`config.mk`:
```
export PLATFORM = sky130hd
export DESIGN_NAME = pwm_meter
export DESIGN_NICKNAME = d
export VERILOG_FILES = /design/src/rtl/pwm_pkg.sv /design/src/rtl/pwm_edge_sync.sv /design/src/rtl/pwm_meter.sv
export SDC_FILE = /design/constraint.sdc
export NUM_CORES = 1
export LEC_CHECK = 0
export CORE_MARGIN = 5
export CORE_UTILIZATION = 52
export CTS_BUF_LIST = sky130_fd_sc_hd__clkbuf_4 sky130_fd_sc_hd__clkbuf_8 sky130_fd_sc_hd__clkbuf_16
export CTS_CLUSTER_DIAMETER = 50
export DETAILED_ROUTE_END_ITERATION = 16
export GPL_TIMING_DRIVEN = 1
export PLACE_DENSITY = 0.76
export SETUP_SLACK_MARGIN = 0.3
export SLEW_MARGIN = 20
export SYNTH_ARGS = -nofsm -noshare
export SYNTH_HDL_FRONTEND = slang
export SYNTH_SLANG_ARGS = --single-unit
export TNS_END_PERCENT = 20
```
`constraint.sdc`:
```
create_clock -name clk -period 2.1 [get_ports clk]
set_clock_uncertainty 0.2 [all_clocks]
set_input_delay 0.21 -clock clk [delete_from_list [all_inputs] [get_ports clk]]
set_output_delay 0.21 -clock clk [all_outputs]
set_load 0.05 [all_outputs]
```
`src/rtl/pwm_pkg.sv`:
```
// Shared definitions for the PWM generator/meter pair: meter FSM encoding,
// default counter width and the duty range used by both sides.
package pwm_pkg;

  typedef enum logic [1:0] {
    ST_IDLE = 2'd0,
    ST_ARM  = 2'd1,
    ST_HIGH = 2'd2,
    ST_LOW  = 2'd3
  } meter_state_t;

  localparam int CNT_W_DEF = 24;
  localparam int DUTY_MAX  = 100;

endpackage

```
`src/rtl/pwm_edge_sync.sv`:
```
// Synchroniser for the asynchronous PWM input followed by a one-flop edge
// detector producing single-cycle rise/fall pulses.
module pwm_edge_sync #(
  parameter int SYNC_STAGES = 2
) (
  input  logic clk,
  input  logic pwm_in,
  output logic lvl,
  output logic rise,
  output logic fall
);

  logic [SYNC_STAGES-1:0] sync_q;
  logic                   lvl_d;

  // Deliberately not reset: the chain keeps tracking the pin through a reset, so
  // a reset taken while the input is high cannot fabricate a rising edge.
  always_ff @(posedge clk) begin
    sync_q <= {sync_q[SYNC_STAGES-2:0], pwm_in};
    lvl_d  <= sync_q[SYNC_STAGES-1];
  end

  assign lvl  = sync_q[SYNC_STAGES-1];
  assign rise = lvl & ~lvl_d;
  assign fall = ~lvl & lvl_d;

endmodule

```
`src/rtl/pwm_meter.sv`:
```
// PWM period / high-time meter: publishes one rise-to-rise measurement per
// period and flags stuck-high, stuck-low and counter saturation.
//
//  state | meaning
//  IDLE  | disabled, counters cleared, stuck flags cleared
//  ARM   | waiting for the first rising edge of a measurement
//  HIGH  | input high, counting period and high time
//  LOW   | input low, counting period; next rise publishes
module pwm_meter
  import pwm_pkg::*;
#(
  parameter int CNT_W       = CNT_W_DEF,
  parameter int SYNC_STAGES = 2,
  parameter int TIMEOUT     = 1000000
) (
  input  logic             clk,
  input  logic             rst,
  input  logic             en,
  input  logic             pwm_in,
  output logic [CNT_W-1:0] period_cycles,
  output logic [CNT_W-1:0] high_cycles,
  output logic             meas_valid,
  output logic             overflow,
  output logic             stuck_high,
  output logic             stuck_low
);

  localparam int                IDLE_W   = $clog2(TIMEOUT + 1);
  localparam logic [CNT_W-1:0]  CNT_MAX  = '1;
  localparam logic [IDLE_W-1:0] IDLE_MAX = IDLE_W'(TIMEOUT);
  localparam logic [IDLE_W-1:0] IDLE_HIT = IDLE_W'(TIMEOUT - 1);

  meter_state_t      state, state_nxt;
  logic [CNT_W-1:0]  per_cnt, hi_cnt, hi_hold;
  logic              sat;
  logic [IDLE_W-1:0] idle_cnt;
  logic              lvl, rise, fall;
  logic              edge_any, active, tmo_hit, publish;

  pwm_edge_sync #(.SYNC_STAGES(SYNC_STAGES)) u_edge (
    .clk    (clk),
    .pwm_in (pwm_in),
    .lvl    (lvl),
    .rise   (rise),
    .fall   (fall)
  );

  assign edge_any = rise | fall;
  assign active   = en && (state != ST_IDLE);
  assign tmo_hit  = active && !edge_any && (idle_cnt == IDLE_HIT);
  assign publish  = active && (state == ST_LOW) && rise;

  always_comb begin
    state_nxt = state;
    if (!en) begin
      state_nxt = ST_IDLE;
    end else begin
      case (state)
        ST_IDLE: state_nxt = ST_ARM;
        ST_ARM:  if (rise) state_nxt = ST_HIGH;
        ST_HIGH: begin
          if (fall)         state_nxt = ST_LOW;
          else if (tmo_hit) state_nxt = ST_ARM;
        end
        ST_LOW:  if (rise) state_nxt = ST_HIGH;
        default: state_nxt = ST_IDLE;
      endcase
    end
  end

  always_ff @(posedge clk) begin
    if (!rst) begin
      state         <= ST_IDLE;
      per_cnt       <= '0;
      hi_cnt        <= '0;
      hi_hold       <= '0;
      sat           <= 1'b0;
      idle_cnt      <= '0;
      period_cycles <= '0;
      high_cycles   <= '0;
      meas_valid    <= 1'b0;
      overflow      <= 1'b0;
      stuck_high    <= 1'b0;
      stuck_low     <= 1'b0;
    end else begin
      state      <= state_nxt;
      meas_valid <= publish;
      if (publish) begin
        period_cycles <= per_cnt;
        high_cycles   <= hi_hold;
        overflow      <= sat;
      end

      if (!active) begin
        per_cnt    <= '0;
        hi_cnt     <= '0;
        sat        <= 1'b0;
        idle_cnt   <= '0;
        stuck_high <= 1'b0;
        stuck_low  <= 1'b0;
      end else begin
        if (rise) begin
          per_cnt <= CNT_W'(1);
          hi_cnt  <= CNT_W'(1);
          sat     <= 1'b0;
        end else begin
          if (per_cnt == CNT_MAX) sat <= 1'b1;
          else                    per_cnt <= per_cnt + CNT_W'(1);
          if (state == ST_HIGH && !fall) begin
            if (hi_cnt == CNT_MAX) sat <= 1'b1;
            else                   hi_cnt <= hi_cnt + CNT_W'(1);
          end
        end
        if (fall) hi_hold <= hi_cnt;

        // Saturating at TIMEOUT makes each timeout fire exactly once per quiet spell.
        if (edge_any)                   idle_cnt <= '0;
        else if (idle_cnt != IDLE_MAX)  idle_cnt <= idle_cnt + IDLE_W'(1);

        if (edge_any) begin
          stuck_high <= 1'b0;
          stuck_low  <= 1'b0;
        end else if (tmo_hit) begin
          if (state == ST_HIGH) begin
            stuck_high <= 1'b1;
            stuck_low  <= 1'b0;
          end else if (state == ST_LOW || (state == ST_ARM && !lvl)) begin
            stuck_low  <= 1'b1;
            stuck_high <= 1'b0;
          end
        end
      end
    end
  end

endmodule

```
# Word level (Yosys, flattened, before mapping)
# Cells that the tools add are included.
# totals
reg_bits	150
in_bits	4
out_inout_bits	52
word_cells	79
# op_classes
addsub	3
eq_ne	11
n_mux	16
bitwise	8
n_reduce_logical	25
# op_table
operator	count
$add 24x1->24 const B	2
$eq 24x24->1 const B	2
$add 20x1->20 const B	1
$eq 20x20->1 const B	1
$ne 20x20->1 const B	1
$reduce_and 2->1	7
$mux 1	12
$logic_and 1x1->1	7
$mux 2	3
$pmux 2 s3	1
$reduce_bool 2->1	3
$reduce_or 3->1	2
$not 1->1	5
$eq 2x2->1 const B	2
$ne 2x2->1 const B	2
$logic_not 1->1	3
$ne 3x3->1 const B	1
$and 1x1->1	2
$eq 2x1->1 const B	1
$logic_not 2->1	1
$ne 2x1->1 const B	1
$reduce_or 2->1	1
$logic_or 1x1->1	1
$or 1x1->1	1

# Depth between registers and ports, before layout
# Gate-level depths: netlist (run 1).
# depth
ltp_word	9
depth_mapped	9
ltp_nobuf	7

# Hierarchy
# A second synthesis (run 1) with hierarchy kept.
# unflattened
hier_cells	757
hier_area_um2	6386.1
# by_module_without_submodules
module	instances	cells_per_inst	area_each_um2	seq_area_each_um2
pwm_meter	1	752	6311.1	2942.8
pwm_edge_sync	1	5	75.1	60.1

# Worst setup path after synthesis (run 1)
# Ideal clock, no wire load.
# synth_timing
path_kind	reg-to-reg
startpoint	register hi_cnt[0]
endpoint	register hi_cnt[2]
setup_time_ns	0.119
arrival_time_ns	2.017
required_ns	1.781
slack_ns	-0.236
stages_incl_launch_ff	9
n_path_buf	2
period_less_slack_ns	2.336
path_cell_list	dfxtp_1 > ha_1 > nand4_2 > or4_1 > o31ai_2 > buf_4 > buf_6 > nor4_1 > o21bai_1
# synth_between
elab_chain_len	3
elab_cells_between_ends	4
classes_between	add/sub (1); eq/ne (1); bitwise (1); reduce/logical (1)
# synth_rtl
item	line_no	source
start: declaration	pwm_meter.sv:34	logic [CNT_W-1:0] per_cnt, hi_cnt, hi_hold;
start signal: assignment	pwm_meter.sv:111	else hi_cnt <= hi_cnt + CNT_W'(1);
branches (longest 3 deep; another with $add 24x1->24)	n/a	
# Parallel ways; which one is timed is not known.
# A chain may end at the register's enable or synchronous reset.

# Worst setup path after layout (run 1)
# layout_timing
startpoint	register hi_cnt[0]
endpoint	register hi_cnt[3]
# The elaborated chain is that of the path after synthesis.

==> results of run 1 <==
## registers in the layout (all words and copies together) (netlist names)
name	count
u_edge.sync_q	2
period_cycles	24
idle_cnt	20
u_edge.lvl_d	1
stuck_high	1
high_cycles	24
stuck_low	1
overflow	1
hi_cnt	24
meas_valid	1
state	2
per_cnt	24
hi_hold	24
sat	1
## critical path, cell delays in order (launching register included)
cell     delay [ps]
dfxtp_4         360
ha_4            160
nand4_4          70
or4_4           500
o31ai_4         300
buf_4           190
buf_6           100
o21a_1          130
o21a_1          130
## power breakdown
part           switching [mW]  leakage [nW]  total, mW  internal, mW
Clock                    1.16         0.285       2.91          1.75
Sequential            0.00899          1.23       2.85          2.84
Combinational          0.0711          2.38      0.109        0.0381
## worst max path at each step
stage	start	endpoint	slack, ps	depth (start not counted)
after floorplan	hi_cnt[1]$_SDFFE_PP0P_	hi_cnt[2]$_SDFFE_PP0P_	-60	8
after global placement	hi_cnt[1]$_SDFFE_PP0P_	hi_cnt[0]$_SDFFE_PN0P_	50	7
after detailed placement	en	stuck_high$_SDFFE_PP0P_	-150	5
after CTS	hi_cnt[0]$_SDFFE_PN0P_	hi_cnt[0]$_SDFFE_PN0P_	20	7
after global routing	hi_cnt[0]$_SDFFE_PN0P_	hi_cnt[3]$_SDFFE_PP0P_	-190	8
final	hi_cnt[0]$_SDFFE_PN0P_	hi_cnt[3]$_SDFFE_PP0P_	-120	8
## layout make-up
cell class / count / area, um2 / area share [%]
inverters: 18 / 67.56 / 0.7620
well taps: 147 / 183.9 / 2.074
multi-input cells: 557 / 3565 / 40.20
repair buffers: 138 / 1419 / 16.00
flip-flops and latches: 150 / 3068 / 34.60
clock buffers: 22 / 488.0 / 5.503
clock inverters: 9 / 76.32 / 0.8607
## cell families after synthesis
group           count (synthesis)
simple gates                  361
mux                             4
xor+xnor                       36
compound gates                150
flops                         150
fa+ha+maj                       6
buf+inv                        63
## placed cells by master (no fill, tap or decap), types with 5 or more instances in the layout
master,Yosys,layout
a21oi_1,99,83
o21a_1,5,5
nor2_1,57,54
nand2_1,181,176
dfxtp_1,150,112
nand3_2,0,5
buf_6,1,15
clkbuf_16,0,17
inv_1,18,16
buf_4,1,62
dlymetal6s2s_1,0,50
nor4_4,0,6
xnor2_1,24,22
nand4_1,17,17
a21oi_2,5,17
clkinv_2,0,6
o21ai_0,9,9
and3_1,8,6
dfxtp_4,0,7
dfxtp_2,0,31
or3_1,13,10
buf_12,0,5
xor2_1,12,12
nor3_2,0,6
nand3_1,28,22
## routing by layer
layer	vias to the layer above	wire (um)	GRT usage (%)
met1	2968	7071	25.33
met3	85	1013	5.090
met4	0	792	12.38
met5	-	0	0
met2	251	9556	38.42
li1	2865	-	-
## through the flow
step	setup TNS, ps	area, um2	instances
6_report	-265.4	8867	1041
5_1_grt	-992.5	8867	1041
2_1_floorplan	-69.36	6297	770
4_1_cts	0	8210	1032
3_3_place_gp	0	7328	986
3_5_place_dp	-171.1	7328	986
## repair_timing
item / CTS / global route
endpoints found under the setup margin: 115 / 195
pin swaps: 22 / 79
buffers inserted: 13 / 9
cloned: 2 / 0
gates resized for setup: 58 / 167
==> key figures, run 1 <==
Setup path
  – CP Max Fanout: 4
  – Setup CP Type: reg2reg
  – Setup slack, reg-to-reg: -120 ps
  – Reg2reg end: hi_cnt[3]$_SDFFE_PP0P_
  – Endpoint type of the worst setup path: register
  – Startpoint types: register
  – R2R cell count: 8
  – RR Startpoint: hi_cnt[0]$_SDFFE_PN0P_
  – Worst EP required: 2260 ps
  – CP arrival: 2380 ps

Power
  – Total Power: between 5 and 6 mW
  – Maximum vdd drop: around 430 uV
  – Total leakage power: approximately 3.9 nW
  – Power density cells: between 600 and 700 mW/mm2

CTS
  – Root Driver: clkbuf_16
  – Clock latency on the worst-skew pair: between 400 and 500 ps
  – Num Clock Sinks: 150
  – # hold bufs at CTS: 0
  – Worst-path clk slew: about 60 ps
  – Cts bufs inserted: 17
  – CTS tree: yes
  – H-Tree Depth: 4
  – CTS max path bufs: 2

Timing
  – Final min period: 2221 ps
  – Part of the cycle the worst path needs: 105.8%
  – Max-slew violations: 0
  – Slew at the pin with the worst max-slew slack: approximately 610 ps
  – RSZ-0062 raised after global routing: true
  – Min Hold Slack: about 41 ps
  – Setup violators final: 4
  – F_max: about 450 MHz
  – Slew headroom: about three fifths
  – Final worst slack: -121.4 ps
  – Final Hold Fails: 0

Route
  – Final ANT Viol Nets: 0
  – DR iter-0 viols: 610
  – DR vias/cell: roughly 5.9
  – Total wire length: between 15 and 20 mm
  – DRC Markers: 0
  – Wire per inst: about 18 um
  – Via count: between 6000 and 7000
  – First-pass DRT Iterations: 6

Min path
  – Worst Hold Depth: 1
  – Min-delay worst type: in2reg
  – Hold wc startpoint: pwm_in
  – Hold Path Sink: u_edge.sync_q[0]$_DFF_P_

Synthesis
  – Sequential area share after synthesis: a little under 50%
  – Top post-synthesis cells by count: nand2_1 (181), dfxtp_1 (150), a21oi_1 (99), nor2_1 (57), clkbuf_1 (41)
  – Post-Synth Simple-Gate Area: 26.93%
  – Cells after Synth: 770
  – Post-synth EDFFs: 0
  – Syn. warnings: 0
  – Top FF cell, synth: dfxtp_1
  – Count leader, synth: nand2_1
  – Top-area cell type share of the netlist area: between 40% and 50%
  – Compound-Gate Fraction of Synth Area: between 10 and 15%
  – Post-synth top area cell: dfxtp_1
  – Main combinational cell family by area after synthesis: simple AND/OR/NAND/NOR gates
  – FFs w/ async S/R, synth: 0%
  – Area share of fa/ha/maj cells after synthesis: 1.201%
  – Post-Syn Area per Cell: 8.115 um2
  – Multiplexer share of the synthesized area: less than 1%
  – Synth area leaders: dfxtp_1 (48%), nand2_1 (11%), a21oi_1 (7.9%)
  – Yosys cell types: 57
  – Post-Synth XOR/XNOR Area: between 5 and 6%
  – Syn Nets: 780
  – Cell area after synthesis: around 0.0062 mm2
  – #FFs+latches synth: 150

Place
  – DP HPWL: just over 10 mm
  – Final GP Congestion: 0.9334
  – IO buf count: between 50 and 60
  – Dpl ws: -147.2 ps

Global routing
  – Initial antenna violation count: 0
  – Largest net degree at the start of global routing: 61
  – Grt total ovfl: 0
  – First-pass GRT wire length: ~26 mm
  – GRT Total Usage: ~22%
  – Vias in the first global route: around 5700

Die
  – Die Span Y: 119.6 um
  – Core area: around 0.012 mm2
  – FP Rows: 40
  – DIE WIDTH: 119.6 um
  – Initial Util: between 50% and 60%
  – Ports: 56
  – DIE AREA: between 0.01 and 0.015 mm2

Finish
  – Final net count: between 800 and 900
  – Fillers: about 790
  – Layout area overhead: 41.91%
  – Post-layout util: approximately 74%
  – Fraction of layout cells with a size suffix above 1: roughly 28%
  – Diode count: 0

Job
  – Max-cap violations: 0

Status
  – Violated checks: setup timing
  – Outcome: finished with violations
(Power assumes the default switching activity.)
==> run 2, diff against run 1 <==
CORE_UTILIZATION = 50   (was 52)
PLACE_DENSITY = 0.74   (was 0.76)
SKIP_LAST_GASP = 1   (was default)
==> run 2 against run 1 <==
  * The run still ends with setup timing left
  * Via count fell by 6.1%
  * Clock power fell by 4%
  * Die area rose by 3.7%
  * Combinational power fell by 4%
  * Hold slack improved by 32 ps
  * Sequential cell count did not move
  * Fmax rose by 5.5%
  * Global-route usage fell by 0.45 points
  * Clock-buffer cell count rose by 6
  * Sequential power barely moved
  * First-iteration DRC count fell by 35%
  * Largest power group is now registers
==> key figures, run 2 (same netlist as run 1, synthesis figures left out) <==
Status
  – Outcome: finished with violations
  – Violated checks: setup timing

Timing
  – RSZ-0062 raised after global routing: true
  – Final min period: around 2100 ps
  – Slew at the pin with the worst max-slew slack: 522.4 ps
  – Min Hold Slack: ~73 ps
  – Fin Setup TNS: -6.855 ps
  – Slew headroom: between 60 and 70%
  – F_max: 474.7 MHz
  – Max-slew violations: 0
  – Setup violators final: 2
  – Final worst slack: -6.460 ps
  – Final Hold Fails: 0
  – Part of the cycle the worst path needs: 100.3%

Global routing
  – Largest net degree at the start of global routing: 75
  – First-pass GRT wire length: around 26 mm
  – GRT Total Usage: between 20% and 30%
  – Grt total ovfl: 0
  – Initial antenna violation count: 0
  – Vias in the first global route: 5504

Place
  – DP HPWL: 10.25 mm
  – Dpl ws: -114.7 ps
  – Final GP Congestion: between 0.9 and 1
  – Placed cell area: between 0.007 and 0.008 mm2
  – Placed Instances: a little over 1000
  – IO buf count: between 50 and 60

Setup path
  – Endpoint type of the worst setup path: register
  – Startpoint types: register
  – Setup CP Type: reg2reg
  – CP Max Fanout: 5
  – Worst EP required: ~2200 ps
  – Setup slack, reg-to-reg: -6 ps
  – CP arrival: 2220 ps

CTS
  – Root Driver: clkbuf_16
  – # hold bufs at CTS: 0
  – H-Tree Depth: 4
  – Cts bufs inserted: 17
  – Clock latency on the worst-skew pair: approximately 420 ps
  – Worst-path clk slew: 60 ps
  – CTS max path bufs: 2
  – Num Clock Sinks: 150
  – CTS tree: yes

Power
  – Maximum vdd drop: ~420 uV
  – Total leakage power: 3.146 nW
  – Total Power: 5.757 mW
  – Power density cells: between 600 and 700 mW/mm2

Die
  – FP Rows: 40
  – DIE AREA: ~0.015 mm2
  – Core area: 0.01211 mm2
  – Die Span Y: ~120 um
  – Ports: 56
  – DIE WIDTH: approximately 120 um
  – Initial Util: 51.59%

Route
  – Via count: between 5000 and 6000
  – Wire per inst: around 15 um
  – Total wire length: between 15 and 20 mm
  – DR iter-0 viols: slightly below 400
  – DRC Markers: 0
  – Final ANT Viol Nets: 0
  – DR vias/cell: 5.446
  – First-pass DRT Iterations: 5

Min path
  – Min-delay worst type: in2reg

Finish
  – Post-layout util: a little over two thirds
  – Final net count: roughly 890
  – Layout area overhead: 36.04%
  – Fraction of layout cells with a size suffix above 1: 22.99%
  – Most common cell after layout, fill and taps aside: nand2_1
  – Most frequent cells in the layout: nand2_1 (178), dfxtp_1 (116), a21oi_1 (97)
  – Diode count: 0
  – Post-route cell area: 0.008501 mm2
  – Final Non-Filler Cells: approximately 1100

Job
  – Max-cap violations: 0
==> run 2: cell count changes in the layout (fill, tap and decap cells not counted), moves of 6 or more <==
cell             previous run  this run
dlymetal6s2s_1             50        13
a21oi_1                    83        97
buf_4                      62        69
clkdlybuf4s50_1             3        40
buf_6                      15         9
a21oi_2                    17         7
clkbuf_4                    1         8
==> run 2: layout make-up <==
class | instances | area (um2)
inverter | 18 | 67.56
multi-input combinational | 557 | 3306
timing repair buffer | 139 | 1305
clock buffer | 28 | 526.8
sequential | 150 | 3065
clock inverter | 4 | 20.02
fill | 930 | 3611
tap | 168 | 210.2
==> run 2: critical path, stage by stage (launching register included) <==
cell     delay (ps)
dfxtp_4         360
ha_4            150
nand4_4          80
or4_4           510
o31ai_4         320
buf_6           170
xnor2_1          60
o21a_1          160
==> run 2: where the power goes <==
part	switching, mW	leakage, nW	internal [mW]	total (mW)
combinational	0.0660	1.63	0.0386	0.105
clock	1.10	0.284	1.70	2.80
sequential	0.00748	1.23	2.84	2.85
==> run 2: repair_timing <==
item	in CTS	in global routing
setup buffers	13	8
cloned	2	0
pin swaps	17	23
setup endpoints to repair	109	186
resized for setup	51	68
==> run 2: routing by layer <==
layer,track usage (%),routed length [um],part of all wire (%),up-vias
li1,-,-,-,2862
met2,37.95,8285,52,132
met4,7.143,270,1.7,0
met3,5.710,742,4.6,27
met5,0,0,0,-
met1,26.16,6686,42,2774
==> run 2: final timing paths <==
path | from | endpoint | cells past startpoint
setup / recovery | hi_cnt[0]$_SDFFE_PN0P_ | hi_cnt[0]$_SDFFE_PN0P_ | 7
setup reg to reg | hi_cnt[0]$_SDFFE_PN0P_ | hi_cnt[0]$_SDFFE_PN0P_ | 7
hold reg to reg | u_edge.sync_q[0]$_DFF_P_ | u_edge.sync_q[1]$_DFF_P_ | 0
hold / removal | pwm_in | u_edge.sync_q[0]$_DFF_P_ | 1
